`src/rtl/dac_seq_pkg.sv`:
```
// Shared types for the SPGD DAC phase sequencer.
// State encoding and PHASE codes (PHASE uses the same codes as MAN_SEL).
package dac_seq_pkg;

   typedef enum logic [2:0] {
      S_IDLE,
      S_P_SETTLE,
      S_P_SAMPLE,
      S_M_SETTLE,
      S_M_SAMPLE,
      S_RESTORE
   } state_t;

   localparam logic [1:0] PH_ZERO  = 2'b00;
   localparam logic [1:0] PH_PLUS  = 2'b01;
   localparam logic [1:0] PH_MINUS = 2'b10;
   localparam logic [1:0] PH_U     = 2'b11;

endpackage

```
`src/rtl/dac_sat_addsub.sv`:
```
// One channel of U+dU / U-dU, clamped to the unsigned DAC code range.
// Math is done at DATA_WIDTH+2 bits signed so neither result can wrap.
module dac_sat_addsub #(
   parameter int DATA_WIDTH = 14
) (
   input  logic [DATA_WIDTH-1:0] u,
   input  logic [DATA_WIDTH-1:0] du,
   output logic [DATA_WIDTH-1:0] p,
   output logic [DATA_WIDTH-1:0] m
);

   localparam int XW = DATA_WIDTH + 2;

   logic signed [XW-1:0] u_x;
   logic signed [XW-1:0] du_x;
   logic signed [XW-1:0] p_x;
   logic signed [XW-1:0] m_x;

   function automatic logic [DATA_WIDTH-1:0] sat(input logic signed [XW-1:0] v);
      // sign bit -> below zero; bit DATA_WIDTH -> above full scale
      if (v[XW-1])
         return '0;
      else if (v[XW-2])
         return '1;
      else
         return v[DATA_WIDTH-1:0];
   endfunction

   assign u_x  = $signed({2'b00, u});
   assign du_x = $signed({{2{du[DATA_WIDTH-1]}}, du});
   assign p_x  = u_x + du_x;
   assign m_x  = u_x - du_x;
   assign p    = sat(p_x);
   assign m    = sat(m_x);

endmodule

```
`src/rtl/dac_phase_sequencer.sv`:
```
// N-channel DAC perturbation sequencer for the SPGD loop: manual select
// or auto +dU / -dU cycle with settle time and ADC sample handshakes.
module dac_phase_sequencer
   import dac_seq_pkg::*;
#(
   parameter int DATA_WIDTH = 14,
   parameter int NUM_CH     = 2,
   parameter int SETTLE_W   = 16
) (
   input  logic                         CLK,
   input  logic                         RST,
   input  logic                         MODE,
   input  logic [1:0]                   MAN_SEL,
   input  logic                         START,
   input  logic                         ABORT,
   input  logic [SETTLE_W-1:0]          SETTLE_CYCLES,
   input  logic [NUM_CH*DATA_WIDTH-1:0] U_BUS,
   input  logic [NUM_CH*DATA_WIDTH-1:0] DU_BUS,
   output logic [NUM_CH*DATA_WIDTH-1:0] DAC_OUT,
   output logic [1:0]                   PHASE,
   output logic                         SAMPLE_REQ,
   input  logic                         SAMPLE_ACK,
   output logic                         SAMPLE_TAG,
   output logic                         BUSY,
   output logic                         DONE
);

   localparam int BW = NUM_CH * DATA_WIDTH;

   state_t              state;
   logic [SETTLE_W-1:0] cnt;
   logic [BW-1:0]       lat_u;
   logic [BW-1:0]       lat_du;
   logic [BW-1:0]       live_p;
   logic [BW-1:0]       live_m;
   logic [BW-1:0]       lat_p;
   logic [BW-1:0]       lat_m;
   logic [BW-1:0]       man_val;
   logic                settle_last;

   // live pair feeds manual mode and the first P; latched pair the rest
   for (genvar k = 0; k < NUM_CH; k++) begin : g_ch
      dac_sat_addsub #(.DATA_WIDTH(DATA_WIDTH)) u_live (
         .u  (U_BUS[k*DATA_WIDTH +: DATA_WIDTH]),
         .du (DU_BUS[k*DATA_WIDTH +: DATA_WIDTH]),
         .p  (live_p[k*DATA_WIDTH +: DATA_WIDTH]),
         .m  (live_m[k*DATA_WIDTH +: DATA_WIDTH])
      );
      dac_sat_addsub #(.DATA_WIDTH(DATA_WIDTH)) u_lat (
         .u  (lat_u[k*DATA_WIDTH +: DATA_WIDTH]),
         .du (lat_du[k*DATA_WIDTH +: DATA_WIDTH]),
         .p  (lat_p[k*DATA_WIDTH +: DATA_WIDTH]),
         .m  (lat_m[k*DATA_WIDTH +: DATA_WIDTH])
      );
   end

   always_comb begin
      man_val = '0;
      case (MAN_SEL)
         PH_U:     man_val = U_BUS;
         PH_PLUS:  man_val = live_p;
         PH_MINUS: man_val = live_m;
         default:  man_val = '0;
      endcase
   end

   // a load of N gives N cycles in a settle state, minimum one
   assign settle_last = (cnt[SETTLE_W-1:1] == '0);

   always_ff @(posedge CLK or posedge RST) begin
      if (RST) begin
         state      <= S_IDLE;
         cnt        <= '0;
         lat_u      <= '0;
         lat_du     <= '0;
         DAC_OUT    <= '0;
         PHASE      <= PH_ZERO;
         SAMPLE_REQ <= 1'b0;
         SAMPLE_TAG <= 1'b0;
         BUSY       <= 1'b0;
         DONE       <= 1'b0;
      end else begin
         DONE <= 1'b0;
         if (ABORT) begin
            state      <= S_IDLE;
            cnt        <= '0;
            DAC_OUT    <= '0;
            PHASE      <= PH_ZERO;
            SAMPLE_REQ <= 1'b0;
            SAMPLE_TAG <= 1'b0;
            BUSY       <= 1'b0;
         end else begin
            case (state)
               S_IDLE: begin
                  if (!MODE) begin
                     DAC_OUT <= man_val;
                     PHASE   <= MAN_SEL;
                  end else if (START) begin
                     lat_u   <= U_BUS;
                     lat_du  <= DU_BUS;
                     DAC_OUT <= live_p;
                     PHASE   <= PH_PLUS;
                     cnt     <= SETTLE_CYCLES;
                     BUSY    <= 1'b1;
                     state   <= S_P_SETTLE;
                  end
               end
               S_P_SETTLE: begin
                  if (settle_last) begin
                     SAMPLE_REQ <= 1'b1;
                     SAMPLE_TAG <= 1'b1;
                     state      <= S_P_SAMPLE;
                  end else begin
                     cnt <= cnt - SETTLE_W'(1);
                  end
               end
               S_P_SAMPLE: begin
                  if (SAMPLE_ACK) begin
                     SAMPLE_REQ <= 1'b0;
                     SAMPLE_TAG <= 1'b0;
                     DAC_OUT    <= lat_m;
                     PHASE      <= PH_MINUS;
                     cnt        <= SETTLE_CYCLES;
                     state      <= S_M_SETTLE;
                  end
               end
               S_M_SETTLE: begin
                  if (settle_last) begin
                     SAMPLE_REQ <= 1'b1;
                     SAMPLE_TAG <= 1'b0;
                     state      <= S_M_SAMPLE;
                  end else begin
                     cnt <= cnt - SETTLE_W'(1);
                  end
               end
               S_M_SAMPLE: begin
                  if (SAMPLE_ACK) begin
                     SAMPLE_REQ <= 1'b0;
                     DAC_OUT    <= lat_u;
                     PHASE      <= PH_U;
                     DONE       <= 1'b1;
                     state      <= S_RESTORE;
                  end
               end
               S_RESTORE: begin
                  BUSY  <= 1'b0;
                  state <= S_IDLE;
               end
               default: state <= S_IDLE;
            endcase
         end
      end
   end

endmodule

```
`config.mk`:
```
export PLATFORM = sky130hd
export DESIGN_NAME = dac_phase_sequencer
export DESIGN_NICKNAME = d
export VERILOG_FILES = /design/src/rtl/dac_seq_pkg.sv /design/src/rtl/dac_sat_addsub.sv /design/src/rtl/dac_phase_sequencer.sv
export SDC_FILE = /design/constraint.sdc
export NUM_CORES = 1
export LEC_CHECK = 0
export ABC_AREA = 1
export CAP_MARGIN = 15
export CORE_UTILIZATION = 50
export DETAILED_ROUTE_END_ITERATION = 16
export DONT_BUFFER_PORTS = 1
export GPL_ROUTABILITY_DRIVEN = 0
export MAX_ROUTING_LAYER = met4
export PLACE_DENSITY = 0.78
export SLEW_MARGIN = 10
export SYNTH_ARGS = -nofsm -noshare
export SYNTH_HDL_FRONTEND = slang
export SYNTH_HIERARCHICAL = 1
export SYNTH_SLANG_ARGS = --single-unit
```
`constraint.sdc`:
```
create_clock -name CLK -period 3.25 [get_ports CLK]
set_input_delay 0.325 -clock CLK [delete_from_list [all_inputs] [get_ports CLK]]
set_output_delay 0.325 -clock CLK [all_outputs]
set_load 0.005 [all_outputs]
```
==> results of run 1 <==
-- worst max-delay path, cell delays in order, from the launching register on --
cell and delay [ns]:
dfrtp_1 0.41, inv_1 0.06, ha_1 0.22, fa_1 0.41, inv_1 0.10, nand2_1 0.09
nand2_4 0.10, nand2_1 0.07, nand2_1 0.06, nand2_1 0.06, nand2_2 0.25, nand2_2 0.08
nand2_1 0.07, inv_1 0.04, nand2_1 0.05, nand2_1 0.06, nand2_1 0.05, nand3_1 0.07
nor2_1 0.13, nor2_1 0.05
-- per-layer routing --
layer | up-vias | track usage | wire, um | part of all wire
met5 | - | - | 0 | 0
met1 | 6147 | 0.381 | 17200 | 0.44
met3 | 91 | 0.0703 | 4130 | 0.11
li1 | 6999 | - | - | -
met4 | 0 | 0.0998 | 1100 | 0.028
met2 | 600 | 0.422 | 16300 | 0.42
-- final cells by class --
cell class,count,share of cell area
Clock buffer,10,0.0166
Clock inverter,6,0.00335
Inverter,451,0.123
Multi-Input combinational cell,1700,0.619
Sequential cell,109,0.197
Tap cell,341,0.0309
Timing Repair Buffer,15,0.00996
-- flip-flops by register name (all words and copies together) (netlist names) --
signal and cells:
SAMPLE_REQ 1, lat_du 28, DONE 1, state 3, SAMPLE_TAG 1, lat_u 28, DAC_OUT 28, BUSY 1
PHASE 2, cnt 16
-- layout by cell type, fill, tap and decap left out, types with 2 or more instances in the layout --
cell type and instances:
nand3b_1 4, o21ai_1 14, a21oi_1 94, o21a_1 11, ha_1 91, or2_2 6, o21bai_1 13, nor2_2 11
nand2_4 8, nor3_1 6, a21oi_2 5, nand4_1 21, buf_4 13, nand3_1 181, xor2_1 38, fa_1 6
o21ai_0 95, clkbuf_16 9, a21oi_4 2, nor2_1 189, inv_4 5, inv_2 37, nand3_2 5, clkinv_2 2
buf_12 2, inv_1 405, clkinv_1 4, nand2_2 55, nor3_2 12, and2_1 13, nand2_1 818, dfrtp_1 109
-- through the flow --
| stage | power (mW) | util | cells | setup slack [ns] | area [um^2] |
|---|---|---|---|---|---|
| 2_1_floorplan | 9.05 | - | 2356 | 0.0511 | 13600 |
| 3_3_place_gp | 10.1 | 0.505 | 2616 | 0.570 | 13500 |
| 3_5_place_dp | 10.3 | 0.505 | 2616 | 0.486 | 13500 |
| 4_1_cts | 11.5 | 0.516 | 2632 | 0.728 | 13800 |
| 5_1_grt | 12.8 | 0.516 | 2632 | 0.412 | 13800 |
| 6_report | 11.5 | 0.516 | 2632 | 0.707 | 13800 |
-- power groups by stage --
stage	registers [mW]	clock network, mW	logic, mW
after floorplan	2.36	0	6.69
after global placement	2.61	0	7.54
after detailed placement	2.64	0	7.69
after CTS	2.61	1.09	7.75
after global routing	2.71	1.14	8.97
final	2.63	1.07	7.84
-- path summary, 6_finish.rpt --
path,to,startpoint,slack (ns),depth (start not counted)
max,DAC_OUT[18],lat_u[14],0.71,19
min,cnt[0],RST,0.01,1
max reg2reg,DAC_OUT[18],lat_u[14],0.71,19
min reg2reg,lat_du[21],lat_du[21],0.49,2
max in group asynchronous,lat_du[0],RST,2.51,2
min in group CLK,BUSY,ABORT,0.03,1
==> summary.md, run 1 <==
| Metric | Value |
|---|---|
| Outcome | finished clean |
| Power share of the combinational group | 0.680 |
| Clock Pin Slew Worst Setup and Hold Paths | 0.08 ns |
| Min-delay worst type | in -> async |
| Cts bufs inserted | 9 |
| Vias in the first global route | between 10k and 15k |
| Hold-fix buffers, CTS | 0 |
| Multi-input logic area | ~8500 um^2 |
| CP Capture Type | flop |
| Detailed-router iteration count before antenna repair | 6 |
| Area delta synth->final | 1.55% |
| Initial DRC count | 1442 |
| Port Buf Inserts | 0 |
| Seq pwr share | 0.228 |
| Routed via count | 13.8k |
| Mapped Area | about 14000 um^2 |
| Clk sinks | ~110 |
| I/O Pins | ~110 |
| # diodes | 0 |
| CTS Buffer Depth | 2 |
| Die Y-Extent | between 150 and 200 um |
| Slew Viols, Final | 0 |
| Pwr Density | 835 nW/um^2 |
| Total wire length | around 39000 um |
| Tot GR Track Use | 0.287 |
| Layout cells sized above 1 | 0.0768 |
| Peak supply drop | about 0.00039 V |
| # fillers | around 2.8k |
| Worst endpoint required time | 3.51 ns |
| Fmax | approximately 0.39 GHz |
| Worst setup path class | reg -> reg |
| Largest net degree at the start of global routing | 113 |
| GRT overflow | 0 |
| Crit-path max FO | 14 |
| NetSw | around 6.4 mW |
| Startpoint Class | flop |
| CTS Root Cell | clkbuf_16 |
| CTS H-Tree Depth | 3 |
| Initial Util | 0.508 |
| Die area | between 20000 and 30000 um^2 |
| Die width | around 170 um |
| Row count | 60 |
| # Max-Cap Violations | 0 |
| Int Pwr | approximately 5.2 mW |
| Unrepaired setup endpoints after global routing | false |
| Avg WL per Cell | roughly 15 um |
| Actual slew at the worst max-slew pin | between 0.8 and 0.9 ns |
| Final Skew | a little under 0.008 ns |
| Max_slew headroom | 0.405 |
| Initial antenna violation count | 0 |
| Post-synthesis cell count | roughly 2.4k |
| Yosys Warn Count | 6 |
| Final min period | about 2.5 ns |
| Sum Neg Setup Slack | 0 ns |
| Post-DP HPWL | between 30000 and 40000 um |
| Hold Slack | between 0.01 and 0.015 ns |
| Setup Fix Bufs, Post-CTS | 0 |
| Pleak | around 8.4 nW |
| CP arrival | between 2 and 3 ns |
| Switching share of power | 0.552 |
| DRC violations left | 0 |
| Core Box Area | about 27000 um^2 |
| Sequential Area | ~2700 um^2 |
| Post-DRT Antenna Nets | 0 |
| Syn Area/Cell | approximately 5.8 um^2 |
| First-pass GRT wire length | ~63000 um |
| Worst-skew pair later-pin latency | between 0.3 and 0.4 ns |
| Hold Vio Cnt, Final | 0 |
| Clk pwr share | 0.092 |
| Final worst-path cycle share | 0.783 |
| CTS tree | built |
| CTS resizes | 0 |
| Syn_nets | 2533 |
| Final setup fails | 0 |
| Vias/cell | approximately 5.3 |
| Final #Nets | 2463 |
Note: power is estimated with default switching activity, not from simulation.
==> run 2: changes to the inputs <==
Clock period 3.25 ns to 2.3 ns, I/O delays scaled along.
==> run 2 against run 1 <==
Effect of this change: the flow now finishes with violations (setup timing); fmax increased by 7.6%; worst setup slack got worse by 0.77 ns; combinational power increased by 90%; utilization increased by 6.6 points; global-route usage increased by 1.2 points; first-iteration DRC count increased by 24%; sequential cell count unchanged; wire length increased by 9.2%; highest routed layer unchanged.
==> summary.md, run 2 (synthesis gave the netlist of run 1 again) <==
| Metric | Value |
|---|---|
| Outcome | complete, but fails checks (was finished clean) |
| Failing checks | setup timing |
| # diodes | 0 (unchanged) |
| Worst-skew pair later-pin latency | 0.36 ns (about the same) |
| R2R Setup Slk | -0.06 ns (was 0.71 ns) |
| Final std cells w/o fill | 2768 (was 2632) |
| CP arrival | 2.62 ns (was 2.80 ns) |
| Reg2Reg Depth | 20 (was 19) |
| Initial antenna violation count | 0 (unchanged) |
| DP Area | 14500 um^2 (was 13500 um^2) |
| CTS H-Tree Depth | 3 (unchanged) |
| Fin util | 0.582 (was 0.516) |
| Vias/cell | 5.40 (was 5.26) |
| Final Skew | 0.0144 ns (was 0.00789 ns) |
| Total wire length | 42400 um (was 38800 um) |
| Avg WL per Cell | 15.3 um (was 14.7 um) |
| Fin area | 15600 um^2 (was 13800 um^2) |
| Post-DRT Antenna Nets | 0 (unchanged) |
| Peak supply drop | 0.000660 V (was 0.000390 V) |
| Vias in the first global route | 13.5k (was 12.5k) |
| Crit-path max FO | 7 (was 14) |
| Initial DRC count | 1783 (was 1442) |
| Worst setup path class | reg -> reg (unchanged) |
| Post-DP HPWL | 32100 um (was 31000 um) |
| Pleak | 9.12 nW (was 8.35 nW) |
| Cts bufs inserted | 9 (unchanged) |
| Seq pwr share | 0.185 (was 0.228) |
| Switching share of power | 0.530 (was 0.552) |
| Actual slew at the worst max-slew pin | 0.653 ns (was 0.893 ns) |
| CTS Root Cell | clkbuf_16 (unchanged) |
| Tot GR Track Use | 0.299 (was 0.287) |
| CP Capture Type | flop (unchanged) |
| Final min period | 2.36 ns (was 2.54 ns) |
| Inst Count DP | 2730 (was 2616) |
| # Max-Cap Violations | 0 (unchanged) |
| Final worst-path cycle share | 1.03 (was 0.783) |
| Int Pwr | 9.48 mW (was 5.17 mW) |
| Detailed-router iteration count before antenna repair | 6 (unchanged) |
| Row count | 60 (unchanged) |
| Clk sinks | 109 (unchanged) |
| Hold depth | 2 |
| Power share of the combinational group | 0.740 (was 0.680) |
| Commonest non-fill, non-tap cell in the layout | nand2_1 (unchanged) |
| Hold Vio Cnt, Final | 0 (unchanged) |
| Clock Pin Slew Worst Setup and Hold Paths | 0.08 ns (about the same) |
| Clk pwr share | 0.075 (was 0.092) |
| Worst setup margin | -0.0643 ns (was 0.707 ns) |
| Startpoint Class | flop (unchanged) |
| First-pass GRT wire length | 66200 um (was 62600 um) |
| Layout cells sized above 1 | 0.181 (was 0.0768) |
| Routed via count | 14.9k (was 13.8k) |
| Sequential Area | 2740 um^2 (was 2730 um^2) |
| NetSw | 10.7 mW (was 6.37 mW) |
| Pwr Density | 1290 nW/um^2 (was 835 nW/um^2) |
| Final #Nets | 2599 (was 2463) |
| Worst endpoint required time | 2.55 ns (was 3.51 ns) |
| Min-delay worst type | in -> reg (was in -> async) |
| Top flop regs | DAC_OUT x28, lat_du x28, lat_u x28 (unchanged) |
| Largest net degree at the start of global routing | 90 (was 113) |
| Commonest cells after routing, fill and taps aside | nand2_1 (783), inv_1 (392), nor2_1 (182), nand3_1 (171), buf_4 (138) (was nand2_1 (818), inv_1 (405), nor2_1 (189), nand3_1 (181), dfrtp_1 (109)) |
| Max_slew headroom | 0.564 (was 0.405) |
| Die width | 167 um (unchanged) |
| Final setup fails | 6 (was 0) |
| # fillers | 2430 (was 2762) |
| Power consumption | 20.2 mW (was 11.5 mW) |
| Die Y-Extent | 167 um (unchanged) |
| Die area | 27900 um^2 (unchanged) |
| Core Box Area | 26800 um^2 (unchanged) |
| Area delta synth->final | 14.6% (was 1.55%) |
| Unrepaired setup endpoints after global routing | true (was false) |
| Slew Viols, Final | 0 (unchanged) |
| Fmax | 0.423 GHz (was 0.393 GHz) |
| GRT overflow | 0 (unchanged) |
| CTS Buffer Depth | 2 (unchanged) |
| Multi-input logic area | 9190 um^2 (was 8550 um^2) |
| Initial Util | 0.508 (unchanged) |
| DRC violations left | 0 (unchanged) |
| I/O Pins | 114 (unchanged) |
| CTS tree | built (unchanged) |
| Port Buf Inserts | 0 (unchanged) |
run 2: cell type report:
cell class              instances  share of cell area
clock buffers                   9              0.0144
clock inverters                 7             0.00361
inverters                     451               0.110
multi-input cells            1700               0.589
flip-flops and latches        109               0.175
well taps                     341              0.0274
repair buffers                151              0.0805
run 2: worst max-delay path, cell delays in order (launching register included):
cell and delay, ns:
dfrtp_1 0.36, inv_1 0.06, ha_2 0.19, fa_2 0.36, inv_2 0.08, nand2_2 0.08
nand2_4 0.11, nand2_4 0.06, nand2_2 0.05, nand2_2 0.06, nand2_4 0.09, buf_12 0.15
nand2_4 0.05, nand2_2 0.06, inv_2 0.04, nand2_2 0.06, nand2_2 0.06, nand2_1 0.06
nand3_1 0.07, nor2_1 0.14, nor2_1 0.06
run 2: final timing paths:
path | startpoint | to
worst max-delay path | lat_u[14] | DAC_OUT[18]
worst min-delay path | DU_BUS[8] | lat_du[8]
worst max register to register | lat_u[14] | DAC_OUT[18]
worst min register to register | lat_du[26] | lat_du[26]
max in group asynchronous | RST | lat_u[12]
min in group asynchronous | RST | cnt[2]
run 2: routing by layer:
metal | wire, um | vias to the layer above | GRT usage
met4 | 1360 | 0 | 0.102
met3 | 4500 | 136 | 0.0639
met1 | 18200 | 6713 | 0.396
met2 | 18300 | 825 | 0.449
met5 | 0 | - | -
li1 | - | 7275 | -
run 2: power groups by stage:
stage	Combinational (mW)	Clock, mW	Sequential, mW
2_1_floorplan	9.45	0	3.33
3_3_place_gp	11.4	0	3.57
3_5_place_dp	11.8	0	3.61
4_1_cts	12.5	1.53	3.61
5_1_grt	16.4	1.60	3.83
6_report	14.9	1.51	3.73
run 2: metrics by stage:
stage / setup WS (ns) / TNS, ns / hold WS (ns)
global placement: -0.132 / -0.462 / 0.166
global route: -0.144 / -2.23 / 0.0121
CTS: -0.0197 / -0.0764 / 0.00382
finish: -0.0643 / -0.184 / 0.0105
floorplan: 0.0418 / 0 / 0.345
detailed placement: -0.203 / -1.65 / 0.166
run 2: what timing repair did:
item                       CTS  global route
buffers inserted             4            13
pin swaps                    8            54
hold buffers                 4             0
resized for setup           22           131
hold endpoints to repair    23             0
setup endpoints to repair   25            28
gates cloned                 1             0
